`src/rtl/pipe_stage_buf.sv`:
```
// Inter-stage pipeline buffer: circular queue of {ctrl, data} packets with valid/ready
// handshake on both sides, flush, bubble-on-empty, sticky halt latch and saturating stall counter.
module pipe_stage_buf #(
    parameter int DW       = 32,
    parameter int CTRLW    = 16,
    parameter int DEPTH    = 2,
    parameter int HALT_BIT = 0,
    parameter int STALLW   = 8
) (
    input  logic              CLK,
    input  logic              RST,
    input  logic              flush,
    input  logic              in_valid,
    output logic              in_ready,
    input  logic [CTRLW-1:0]  in_ctrl,
    input  logic [DW-1:0]     in_data,
    output logic              out_valid,
    input  logic              out_ready,
    output logic [CTRLW-1:0]  out_ctrl,
    output logic [DW-1:0]     out_data,
    output logic [3:0]        count,
    output logic              halted,
    output logic [STALLW-1:0] stall_cnt
);

    localparam int AW = (DEPTH > 1) ? $clog2(DEPTH) : 1;

    logic [CTRLW-1:0]  r_ctrl_mem [DEPTH];
    logic [DW-1:0]     r_data_mem [DEPTH];
    logic [AW-1:0]     r_wr_ptr;
    logic [AW-1:0]     r_rd_ptr;
    logic [3:0]        r_count;
    logic              r_halted;
    logic [STALLW-1:0] r_stall_cnt;

    logic              w_in_ready;
    logic              w_out_valid;
    logic              w_enq;
    logic              w_deq;
    logic              w_blocked;
    logic [AW-1:0]     w_wr_next;
    logic [AW-1:0]     w_rd_next;
    logic [3:0]        w_count_next;

    // in_ready depends only on registered state, so out_ready never reaches it combinationally.
    assign w_in_ready  = (r_count < 4'(DEPTH)) && !r_halted;
    assign w_out_valid = (r_count != 4'd0);
    assign w_enq       = in_valid && w_in_ready && !flush;
    assign w_deq       = w_out_valid && out_ready;
    assign w_blocked   = in_valid && !w_in_ready && !flush;
    assign w_wr_next   = (r_wr_ptr == AW'(DEPTH - 1)) ? '0 : r_wr_ptr + 1'b1;
    assign w_rd_next   = (r_rd_ptr == AW'(DEPTH - 1)) ? '0 : r_rd_ptr + 1'b1;

    always_comb begin
        // NOTE: default first so every path assigns the variable and no latch is inferred.
        w_count_next = r_count;
        case ({w_enq, w_deq})
            2'b10:   w_count_next = r_count + 4'd1;
            2'b01:   w_count_next = r_count - 4'd1;
            default: w_count_next = r_count;
        endcase
    end

    // NOTE: storage has no reset; the count gates visibility, so contents after reset are don't-care.
    always_ff @(posedge CLK) begin
        if (w_enq) begin
            r_ctrl_mem[r_wr_ptr] <= in_ctrl;
            r_data_mem[r_wr_ptr] <= in_data;
        end
    end

    // NOTE: non-blocking assignments so every register samples pre-edge values in parallel.
    always_ff @(posedge CLK) begin
        if (RST) begin
            r_wr_ptr    <= '0;
            r_rd_ptr    <= '0;
            r_count     <= 4'd0;
            r_halted    <= 1'b0;
            r_stall_cnt <= '0;
        end else begin
            if (w_deq && r_ctrl_mem[r_rd_ptr][HALT_BIT]) begin
                r_halted <= 1'b1;
            end
            if (w_blocked && (r_stall_cnt != '1)) begin
                r_stall_cnt <= r_stall_cnt + 1'b1;
            end
            if (flush) begin
                r_wr_ptr <= '0;
                r_rd_ptr <= '0;
                r_count  <= 4'd0;
            end else begin
                if (w_enq) r_wr_ptr <= w_wr_next;
                if (w_deq) r_rd_ptr <= w_rd_next;
                r_count <= w_count_next;
            end
        end
    end

    assign in_ready  = w_in_ready;
    assign out_valid = w_out_valid;
    assign out_ctrl  = w_out_valid ? r_ctrl_mem[r_rd_ptr] : '0;
    assign out_data  = w_out_valid ? r_data_mem[r_rd_ptr] : '0;
    assign count     = r_count;
    assign halted    = r_halted;
    assign stall_cnt = r_stall_cnt;

endmodule
```
`config.mk`:
```
export PLATFORM = sky130hd
export DESIGN_NAME = pipe_stage_buf
export DESIGN_NICKNAME = d
export VERILOG_FILES = /design/src/rtl/pipe_stage_buf.sv
export SDC_FILE = /design/constraint.sdc
export NUM_CORES = 1
export LEC_CHECK = 0
export BUFFER_PORTS_ARGS = -buffer_cell sky130_fd_sc_hd__buf_4
export CAP_MARGIN = 25
export CELL_PAD_IN_SITES_DETAIL_PLACEMENT = 1
export CELL_PAD_IN_SITES_GLOBAL_PLACEMENT = 1
export CORE_MARGIN = 3
export CORE_UTILIZATION = 42
export CTS_BUF_LIST = sky130_fd_sc_hd__clkbuf_16
export DETAILED_ROUTE_END_ITERATION = 10
export GPL_TIMING_DRIVEN = 0
export PLACE_DENSITY = 0.77
export SLEW_MARGIN = 10
export SYNTH_ARGS = -nofsm -noshare
export SYNTH_HDL_FRONTEND = slang
export SYNTH_SLANG_ARGS = --single-unit
```
`constraint.sdc`:
```
create_clock -name CLK -period 5.1 [get_ports CLK]
set_input_delay 1.02 -clock CLK [delete_from_list [all_inputs] [get_ports CLK]]
set_output_delay 1.02 -clock CLK [all_outputs]
set_load 0.02 [all_outputs]
```
==> results by group, run 1 <==
Status
  • Status: completed

Die
  • Die area: 0.0119 mm2
  • Core footprint: 0.0100 mm2
  • Width of the die: 109 um
  • Initial Util: 44.3%
  • # IOs: 116
  • Row count: 36
  • Die height: 109 um

Clock network
  • Clock Latency Late Sink: 340 ps
  • Root buffer cell: clkbuf_16
  • Setup Buffers After CTS: 0
  • # H-tree levels: 3
  • CTS Sinks: 112
  • Bufs on Longest Clock Path: 2
  • Inserted Clock Buffers: 9
  • Reg clk slew, reported paths: 70 ps
  • CTS resizes: 0
  • Hold buffer count at CTS: 0
  • CTS tree: done

STA
  • Achievable Freq: 302 MHz
  • Slew Limit Fails: 0
  • Final Hold Slack: 511 ps
  • Min Tclk post-route: 3320 ps
  • Setup WS post-layout: 1780 ps
  • Hold Vio Cnt, Final: 0
  • Total negative slack: 0 ps
  • # setup viols final: 0
  • RSZ-0062 raised after global routing: no
  • Final period util: 65.0%
  • Worst slew pin tran: 761 ps
  • Relative slew slack: 48.8%
  • Clock Skew: 8.11 ps

Detailed routing
  • Drt initial violations: 127
  • DR vias: 2843
  • Post-route antenna net violation count: 0
  • Residual DRC: 0
  • Drt total wl: 10.0 mm
  • Drt via density: 5.01
  • Wire length per cell: 17.6 um
  • 1st-pass router iterations: 4

Worst hold path
  • Worst hold path class: reg -> reg
  • Hold wc startpoint: stall_cnt[7]
  • WHS Path Cells: 2
  • Hold Path Sink: stall_cnt[7]

Cells and area
  • # diodes: 0
  • Layout Utilization: 58.3%
  • Fill cells: 995
  • Nets: 487
  • Layout area overhead: 31.6%
  • Final Non-Filler Cells: 568
  • Layout cells sized above 1: 34.9%

Logic synthesis
  • Count leader, synth: edfxtp_1
  • Post-synth EDFFs: 96
  • Yosys reg bits: 112
  • Post-Synthesis Cell Area: 0.00445 mm2
  • Syn nets: 358
  • Post-synth cell types: 37
  • Fraction of registers with async set/reset: 0%
  • Yosys top cell by area: edfxtp_1
  • Post-synth top cells: edfxtp_1, nor2_1, mux2i_1
  • Yosys top cell area share: 64.8%
  • Mapped Cells: 302
  • YS warnings: 0
  • Top FF cell, synth: edfxtp_1
  • Synth top area cells: edfxtp_1, mux2i_1, dfxtp_1, nor2_1, a21oi_1
  • Synthesized area per cell: 14.7 um2
  • Seq/Total Area, Yosys: 72.0%

Place
  • Pre-CTS WS: 1950 ps
  • Post-Place Cells: 553
  • PortBufs: 115
  • Post-DP HPWL: 7.08 mm
  • Routability congestion estimate from global placement: 0.758

Setup path
  • Worst r2r src: count[1]
  • CP top delay family: buffers and inverters
  • Most used cell along the critical path: buf_2
  • Highest fanout seen on the critical path: 10
  • CP peak stage delay: 640 ps
  • Critical Path End Type: primary output
  • Critical path type: reg -> out
  • R2R setup slack: 2450 ps
  • Reg-to-reg endpoint: count[2]
  • Worst path bufs/invs: 4
  • Arrival time worst endpoint: 2300 ps
  • Reg2Reg Depth: 11
  • CP Launch Type: flip-flop
  • Cells along the critical path: buf_6 -> nor4_1 -> buf_2 -> buf_2 -> nor2_1 -> buf_4
  • Critical Path Start: count[1]
  • Worst endpoint required time: 4080 ps
  • Critical-path top delay cell: nor4_1

Job
  • Max-cap viol count: 0

GRT
  • Total track usage: 17.2%
  • Initial antenna violation count: 0
  • First-pass GRT wire length: 15.6 mm
  • Vias in the first global route: 3033
  • GR Overflow Total: 0
  • Pin count of the biggest net entering global routing: 34

Pwr
  • Pwr dens: 323 mW/mm2
  • Worst VDD drop: 0.000209 V
  • Pleak: 2.17 nW
-- final cells by class --
| type | count | area [um2] | share of cell area, % |
|---|---|---|---|
| inverters | 5 | 20.0 | 0.342 |
| multi-input cells | 171 | 1160 | 19.9 |
| plain buffers | 14 | 68.8 | 1.18 |
| flip-flops and latches | 112 | 3200 | 54.7 |
| clock buffers | 9 | 225 | 3.85 |
| repair buffers | 118 | 938 | 16.0 |
| well taps | 133 | 166 | 2.84 |
| clock inverters | 6 | 68.8 | 1.18 |
-- worst max path at each step --
stage	endpoint	cells after the start	slack, ps
CTS	out_data[22]	6	1640
finish	out_data[22]	6	1780
floorplan	r_ctrl_mem[0][0]	3	1180
global placement	r_data_mem[0][16]	4	-270
detailed placement	count[2]	10	1950
global route	out_data[22]	6	1570
-- tightest hold or removal path, stage by stage, from the launching register on --
cell,delay [ps]
dfxtp_1,340
o41ai_1,70
a21oi_1,60
-- through the flow --
step,area [um2],total power [mW]
4_1_cts,5860,1.91
2_1_floorplan,4450,1.13
5_1_grt,5860,1.96
3_5_place_dp,5560,1.22
3_3_place_gp,5480,1.21
6_report,5860,1.89
-- power by group --
| part | internal [mW] | leakage, nW | switching [mW] | total (mW) |
|---|---|---|---|---|
| clock | 0.381 | 0.142 | 0.309 | 0.690 |
| sequential | 1.02 | 1.01 | 0.00796 | 1.03 |
| combinational | 0.0767 | 1.02 | 0.0929 | 0.170 |
| total | 1.48 | 2.17 | 0.410 | 1.89 |
-- state kept, by name (all words and copies together), names as in the netlist, named ones only --
| register | flops |
|---|---|
| r_wr_ptr | 1 |
| stall_cnt | 8 |
| count | 4 |
| r_ctrl_mem | 32 |
| r_rd_ptr | 1 |
| halted | 1 |
| r_data_mem | 64 |
-- cells in the final DEF (no fill, tap or decap), types with 2 or more instances in the layout --
master | netlist | routed
clkbuf_16 | 0 | 9
buf_4 | 0 | 115
inv_1 | 4 | 4
buf_2 | 7 | 7
a21oi_1 | 11 | 11
clkinv_2 | 1 | 2
dfxtp_1 | 16 | 16
or4_1 | 3 | 3
nand2_1 | 5 | 5
o31ai_1 | 2 | 2
nor2b_1 | 3 | 3
nor4_1 | 2 | 2
or3_1 | 4 | 4
nor2_1 | 58 | 57
mux2i_1 | 51 | 51
ha_1 | 3 | 3
nand3_1 | 3 | 3
o21ai_0 | 4 | 4
or3b_2 | 2 | 2
clkinv_4 | 0 | 2
edfxtp_1 | 96 | 96
buf_16 | 0 | 2
clkbuf_1 | 6 | 6
xor2_1 | 4 | 4
-- logic make-up after synthesis --
group	share of synthesized area, %
simple gates	9.40
xor+xnor	0.788
mux	12.0
buf+inv	2.00
compound gates	2.98
flops	72.0
fa+ha+maj	0.844
-- metal layers --
layer | wire, um | global-route usage (%) | up-vias
li1 | - | - | 1368
met1 | 3920 | 20.5 | 1395
met2 | 5420 | 31.0 | 73
met3 | 546 | 3.85 | 7
met4 | 124 | 5.14 | 0
met5 | 0 | 0 | -
No activity file was read; power rests on OpenSTA's default activity.
==> run 2, diff against run 1 <==
--- a/config.mk
+++ b/config.mk
@@ -5,16 +5,17 @@
 export SDC_FILE = /design/constraint.sdc
 export NUM_CORES = 1
 export LEC_CHECK = 0
+export ABC_AREA = 1
 export BUFFER_PORTS_ARGS = -buffer_cell sky130_fd_sc_hd__buf_4
 export CAP_MARGIN = 25
 export CELL_PAD_IN_SITES_DETAIL_PLACEMENT = 1
 export CELL_PAD_IN_SITES_GLOBAL_PLACEMENT = 1
 export CORE_MARGIN = 3
-export CORE_UTILIZATION = 42
+export CORE_UTILIZATION = 38
 export CTS_BUF_LIST = sky130_fd_sc_hd__clkbuf_16
 export DETAILED_ROUTE_END_ITERATION = 10
 export GPL_TIMING_DRIVEN = 0
-export PLACE_DENSITY = 0.77
+export PLACE_DENSITY = 0.74
 export SLEW_MARGIN = 10
 export SYNTH_ARGS = -nofsm -noshare
 export SYNTH_HDL_FRONTEND = slang
==> constraint.sdc (replaced) <==
create_clock -name CLK -period 2.7 [get_ports CLK]
set_input_delay 0.54 -clock CLK [delete_from_list [all_inputs] [get_ports CLK]]
set_output_delay 0.54 -clock CLK [all_outputs]
set_load 0.02 [all_outputs]
==> results by group, run 2 <==
Clock network
  • Bufs on Longest Clock Path: 2
  • Clock Latency Late Sink: 340 ps
  • Inserted Clock Buffers: 9
  • CTS Sinks: 112
  • Reg clk slew, reported paths: 70 ps
  • CTS tree: done
  • Hold buffer count at CTS: 0
  • Setup Buffers After CTS: 0
  • Root buffer cell: clkbuf_16
  • CTS resizes: 0
  • # H-tree levels: 3

STA
  • Min Tclk post-route: 2390 ps
  • Worst slew pin tran: 786 ps
  • Total negative slack: 0 ps
  • Setup WS post-layout: 309 ps
  • RSZ-0062 raised after global routing: no
  • Final period util: 88.6%
  • Hold Vio Cnt, Final: 0
  • Clock Skew: 8.02 ps
  • Relative slew slack: 47.5%
  • # setup viols final: 0
  • Achievable Freq: 418 MHz
  • Slew Limit Fails: 0

Place
  • Dpl cell area: 0.00592 mm2
  • Pre-CTS WS: 261 ps
  • Post-DP HPWL: 7.91 mm
  • PortBufs: 115
  • Post-Place Cells: 674
  • Routability congestion estimate from global placement: 0.793

Logic synthesis
  • Yosys top cell area share: 60.1%
  • Fraction of registers with async set/reset: 0%
  • Syn nets: 445
  • Count leader, synth: edfxtp_1
  • Synth top area cells: edfxtp_1, mux2_2, dfxtp_1, nand2_1, inv_1
  • Largest family of logic cells by synthesized area: simple AND/OR/NAND/NOR gates
  • Post-synth top cells: edfxtp_1, nand2_1, inv_1
  • Post-synthesis mux area share: 11.3%
  • Synthesized area per cell: 12.3 um2
  • YS warnings: 0
  • Post-synth cell types: 28
  • Seq/Total Area, Yosys: 66.8%
  • Post-Synth Adder-Cell Area: 0.783%
  • Post-synth EDFFs: 96
  • Yosys reg bits: 112
  • XOR/XNOR Fraction of Synth Area: 0.914%
  • Post-Synthesis Cell Area: 0.00479 mm2
  • Post-synthesis simple-gate area fraction: 11.5%
  • Mapped Cells: 389
  • Synth Area in Compound Gates: 2.01%
  • Yosys top cell by area: edfxtp_1
  • Top FF cell, synth: edfxtp_1

Pwr
  • Clk pwr share: 29.3%
  • Combinational share of power: 21.2%
  • Switching Share: 27.5%
  • Sw Pwr: 1.10 mW
  • Sequential Power Share: 49.5%
  • Internal power: 2.91 mW
  • Pwr dens: 650 mW/mm2
  • Pleak: 2.76 nW
  • Worst VDD drop: 0.000282 V

GRT
  • Initial antenna violation count: 0
  • GR Overflow Total: 0
  • Pin count of the biggest net entering global routing: 27
  • Vias in the first global route: 3505
  • Total track usage: 16.1%
  • First-pass GRT wire length: 17.8 mm

Setup path
  • Worst r2r src: count[2]
  • Arrival time worst endpoint: 1850 ps
  • Reg-to-reg endpoint: r_data_mem[1][18]
  • Reg2Reg Depth: 4
  • Highest fanout seen on the critical path: 10
  • Worst endpoint required time: 2160 ps
  • Critical Path End Type: primary output
  • CP Launch Type: flip-flop
  • R2R setup slack: 520 ps
  • Critical path type: reg -> out

Detailed routing
  • Met3 WL: 537 um
  • Drt via density: 4.62
  • Wire length per cell: 15.8 um
  • Drt initial violations: 153
  • DR vias: 3184
  • Post-route antenna net violation count: 0
  • Residual DRC: 0
  • Met2 wire length: 5.39 mm
  • 1st-pass router iterations: 5
  • Wire length on met1: 4.80 mm
  • Max Used Layer: met4
  • Drt total wl: 10.9 mm

Cells and area
  • Finished layout cell area: 0.00618 mm2
  • Nets: 573
  • Max reg flops: 64
  • Commonest non-fill, non-tap cell in the layout: buf_4
  • Layout area overhead: 28.8%
  • Biggest register: r_data_mem
  • Final Non-Filler Cells: 689
  • Layout cells sized above 1: 38.6%
  • Most frequent cells in the layout: buf_4, edfxtp_1, nand2_1, inv_1, mux2_2
  • # diodes: 0
  • Layout Utilization: 50.8%

Worst hold path
  • Hold wc startpoint: in_data[26]
  • WHS Path Cells: 1
  • Worst hold path class: in -> reg
  • Hold Path Sink: r_data_mem[1][26]

Die
  • Row count: 40
  • Initial Util: 39.4%
  • Die height: 118 um
  • Width of the die: 118 um
  • # IOs: 116
  • Core footprint: 0.0122 mm2
  • Die area: 0.0140 mm2

Status
  • Status: completed

Job
  • Max-cap viol count: 0
run 2: final cells by class:
type / instances / area [um2]
multi-input cells: 196 / 1280
fillers: 1321 / 5990
clock buffers: 9 / 225
flip-flops and latches: 112 / 3200
well taps: 168 / 210
plain buffers: 10 / 51.3
inverters: 71 / 269
clock inverters: 6 / 28.8
repair buffers: 117 / 903
run 2: worst max path at each step:
stage,startpoint,to,slack [ps],cells past startpoint
floorplan,in_valid,r_ctrl_mem[1][0],100,4
global placement,flush,r_data_mem[1][7],-850,4
detailed placement,flush,r_data_mem[1][7],260,5
CTS,count[0],out_data[12],250,7
global route,count[0],out_data[18],100,7
finish,flip-flop,out_data[27],310,6
run 2: worst max-delay path: stages (launching register included):
cell and delay, ps:
dfxtp_1 340, buf_2 270, buf_4 250, mux2_2 370
nand2_1 60, inv_1 50, buf_4 150
run 2: through the flow:
step | hold slack, ps | total power [mW]
floorplan | 425 | 2.51
global placement | 439 | 2.86
detailed placement | 443 | 2.89
CTS | 358 | 4.08
global route | 359 | 4.22
finish | 377 | 4.02
run 2: cells by family after synthesis:
kind of cell / Yosys count
xor gates and xnor gates: 5
buffers and inverters: 81
muxes: 48
DFF: 112
adders and majority gates: 3
and+or+nand+nor: 123
AOI/OAI and AO/OA: 17
run 2: power groups by stage:
stage               Sequential, mW  Combinational, mW  Clock [mW]
detailed placement            2.03              0.865           0
global placement              2.02              0.835           0
floorplan                     2.03              0.478           0
finish                        1.99              0.850        1.18
CTS                           1.99              0.869        1.22
global route                  2.00              0.931        1.29
run 2: metal layers:
layer,track usage (%),vias up
met3,3.68,13
met5,0,-
li1,-,1543
met4,6.89,0
met1,20.0,1541
met2,27.2,87
==> run 3, diff against run 2 <==
--- a/config.mk
+++ b/config.mk
@@ -11,11 +11,11 @@
 export CELL_PAD_IN_SITES_DETAIL_PLACEMENT = 1
 export CELL_PAD_IN_SITES_GLOBAL_PLACEMENT = 1
 export CORE_MARGIN = 3
-export CORE_UTILIZATION = 38
+export CORE_UTILIZATION = 34
 export CTS_BUF_LIST = sky130_fd_sc_hd__clkbuf_16
 export DETAILED_ROUTE_END_ITERATION = 10
 export GPL_TIMING_DRIVEN = 0
-export PLACE_DENSITY = 0.74
+export PLACE_DENSITY = 0.67
 export SLEW_MARGIN = 10
 export SYNTH_ARGS = -nofsm -noshare
 export SYNTH_HDL_FRONTEND = slang
==> results by group, run 3 (synthesis results as in run 2) <==
Clock network
  • Setup Buffers After CTS: 0
  • Hold buffer count at CTS: 0
  • CTS Sinks: 112
  • Inserted Clock Buffers: 9
  • Root buffer cell: clkbuf_16
  • # H-tree levels: 3
  • CTS tree: done
  • Reg clk slew, reported paths: 70 ps
  • CTS resizes: 0
  • Clock Latency Late Sink: 350 ps
  • Bufs on Longest Clock Path: 2

Detailed routing
  • Drt initial violations: 176
  • Wire length per cell: 15.5 um
  • DR vias: 3189
  • Drt via density: 4.58
  • Post-route antenna net violation count: 0
  • Residual DRC: 0
  • Drt total wl: 10.8 mm
  • 1st-pass router iterations: 4

Setup path
  • Arrival time worst endpoint: 1860 ps
  • CP Launch Type: flip-flop
  • CP peak stage delay: 480 ps
  • Most used cell along the critical path: buf_2
  • CP top delay family: buffers and inverters
  • Worst path bufs/invs: 4
  • Worst endpoint required time: 2160 ps
  • Highest fanout seen on the critical path: 10
  • Critical-path top delay cell: dfxtp_1
  • Worst r2r src: count[2]
  • Critical path type: reg -> out
  • Critical Path Start: count[2]
  • Cells along the critical path: nor2_4 -> nand2_4 -> buf_2 -> buf_2 -> nand2_1 -> inv_1 -> buf_4
  • Critical Path End Type: primary output

Place
  • Post-DP HPWL: 7.74 mm
  • Routability congestion estimate from global placement: 0.788
  • Dpl cell area: 0.00593 mm2
  • PortBufs: 115
  • Post-Place Cells: 682

STA
  • # setup viols final: 0
  • RSZ-0062 raised after global routing: no
  • Clock Skew: 6.55 ps
  • Final period util: 89.0%
  • Hold Vio Cnt, Final: 0
  • Min Tclk post-route: 2400 ps
  • Relative slew slack: 43.0%
  • Final Hold Slack: 371 ps
  • Achievable Freq: 416 MHz
  • Worst slew pin tran: 853 ps
  • Total negative slack: 0 ps
  • Slew Limit Fails: 0

GRT
  • Met2 usage: 24.0%
  • Most Crowded Layer GR: met2
  • GR Overflow Total: 0
  • Vias in the first global route: 3484
  • GR Layer Usage met3: 3.47%
  • Total track usage: 14.2%
  • First-pass GRT wire length: 17.4 mm
  • Initial antenna violation count: 0
  • Pin count of the biggest net entering global routing: 26
  • Routing usage on met1: 17.4%

Worst hold path
  • Worst hold path class: in -> reg
  • Hold wc startpoint: in_ctrl[7]

Die
  • Width of the die: 125 um
  • Core footprint: 0.0135 mm2
  • Die height: 125 um
  • Initial Util: 35.5%
  • Die area: 0.0156 mm2
  • Row count: 42
  • # IOs: 116

Pwr
  • Pwr Total: 4.12 mW
  • Worst VDD drop: 0.000251 V
  • Pwr dens: 664 mW/mm2
  • Pleak: 2.77 nW

Status
  • Status: completed

Cells and area
  • Final Non-Filler Cells: 696
  • Layout cells sized above 1: 38.7%
  • Biggest register: r_data_mem
  • Most frequent cells in the layout: buf_4, edfxtp_1, nand2_1, inv_1, mux2_2
  • Finished layout cell area: 0.00621 mm2
  • # diodes: 0
  • Nets: 573
  • Commonest non-fill, non-tap cell in the layout: buf_4
  • Layout area overhead: 29.5%
  • Max reg flops: 64

Job
  • Max-cap viol count: 0
## run 3: cell types whose count changed in the layout (fill, tap and decap cells not counted), sizes merged
cell,delta
inv,+1
bufinv,+1
clkinv,-3
## run 3: through the flow
stage                     utilization (%)  worst slack [ps]
after global placement               43.6              -947
after floorplan                         -               101
after CTS                            46.0               235
final                                46.0               298
after global routing                 46.0              95.2
after detailed placement             43.9               239
## run 3: cell type report
cell class | count | area [um2]
repair buffers | 117 | 903
clock buffers | 9 | 225
fillers | 1464 | 7300
inverters | 71 | 269
flip-flops and latches | 112 | 3200
plain buffers | 10 | 51.3
well taps | 176 | 220
clock inverters | 5 | 50.0
multi-input cells | 196 | 1280
## run 3: routing by layer
layer  wire, um  part of all wire (%)
met5          0                     0
met4        188                   1.7
met3        574                   5.3
met2       5300                    49
met1       4760                    44
## run 3: final timing paths
kind | depth (start not counted) | endpoint | slack [ps]
setup / recovery | 7 | out_data[15] | 300
hold / removal | 1 | r_ctrl_mem[1][7] | 370
setup reg to reg | 4 | r_data_mem[1][13] | 510
hold reg to reg | 1 | flip-flop | 480
## run 3: power by group
group          internal, mW  total, mW  switching, mW
registers              1.96       1.99         0.0261
clock network         0.704       1.29          0.583
logic                 0.345      0.849          0.505
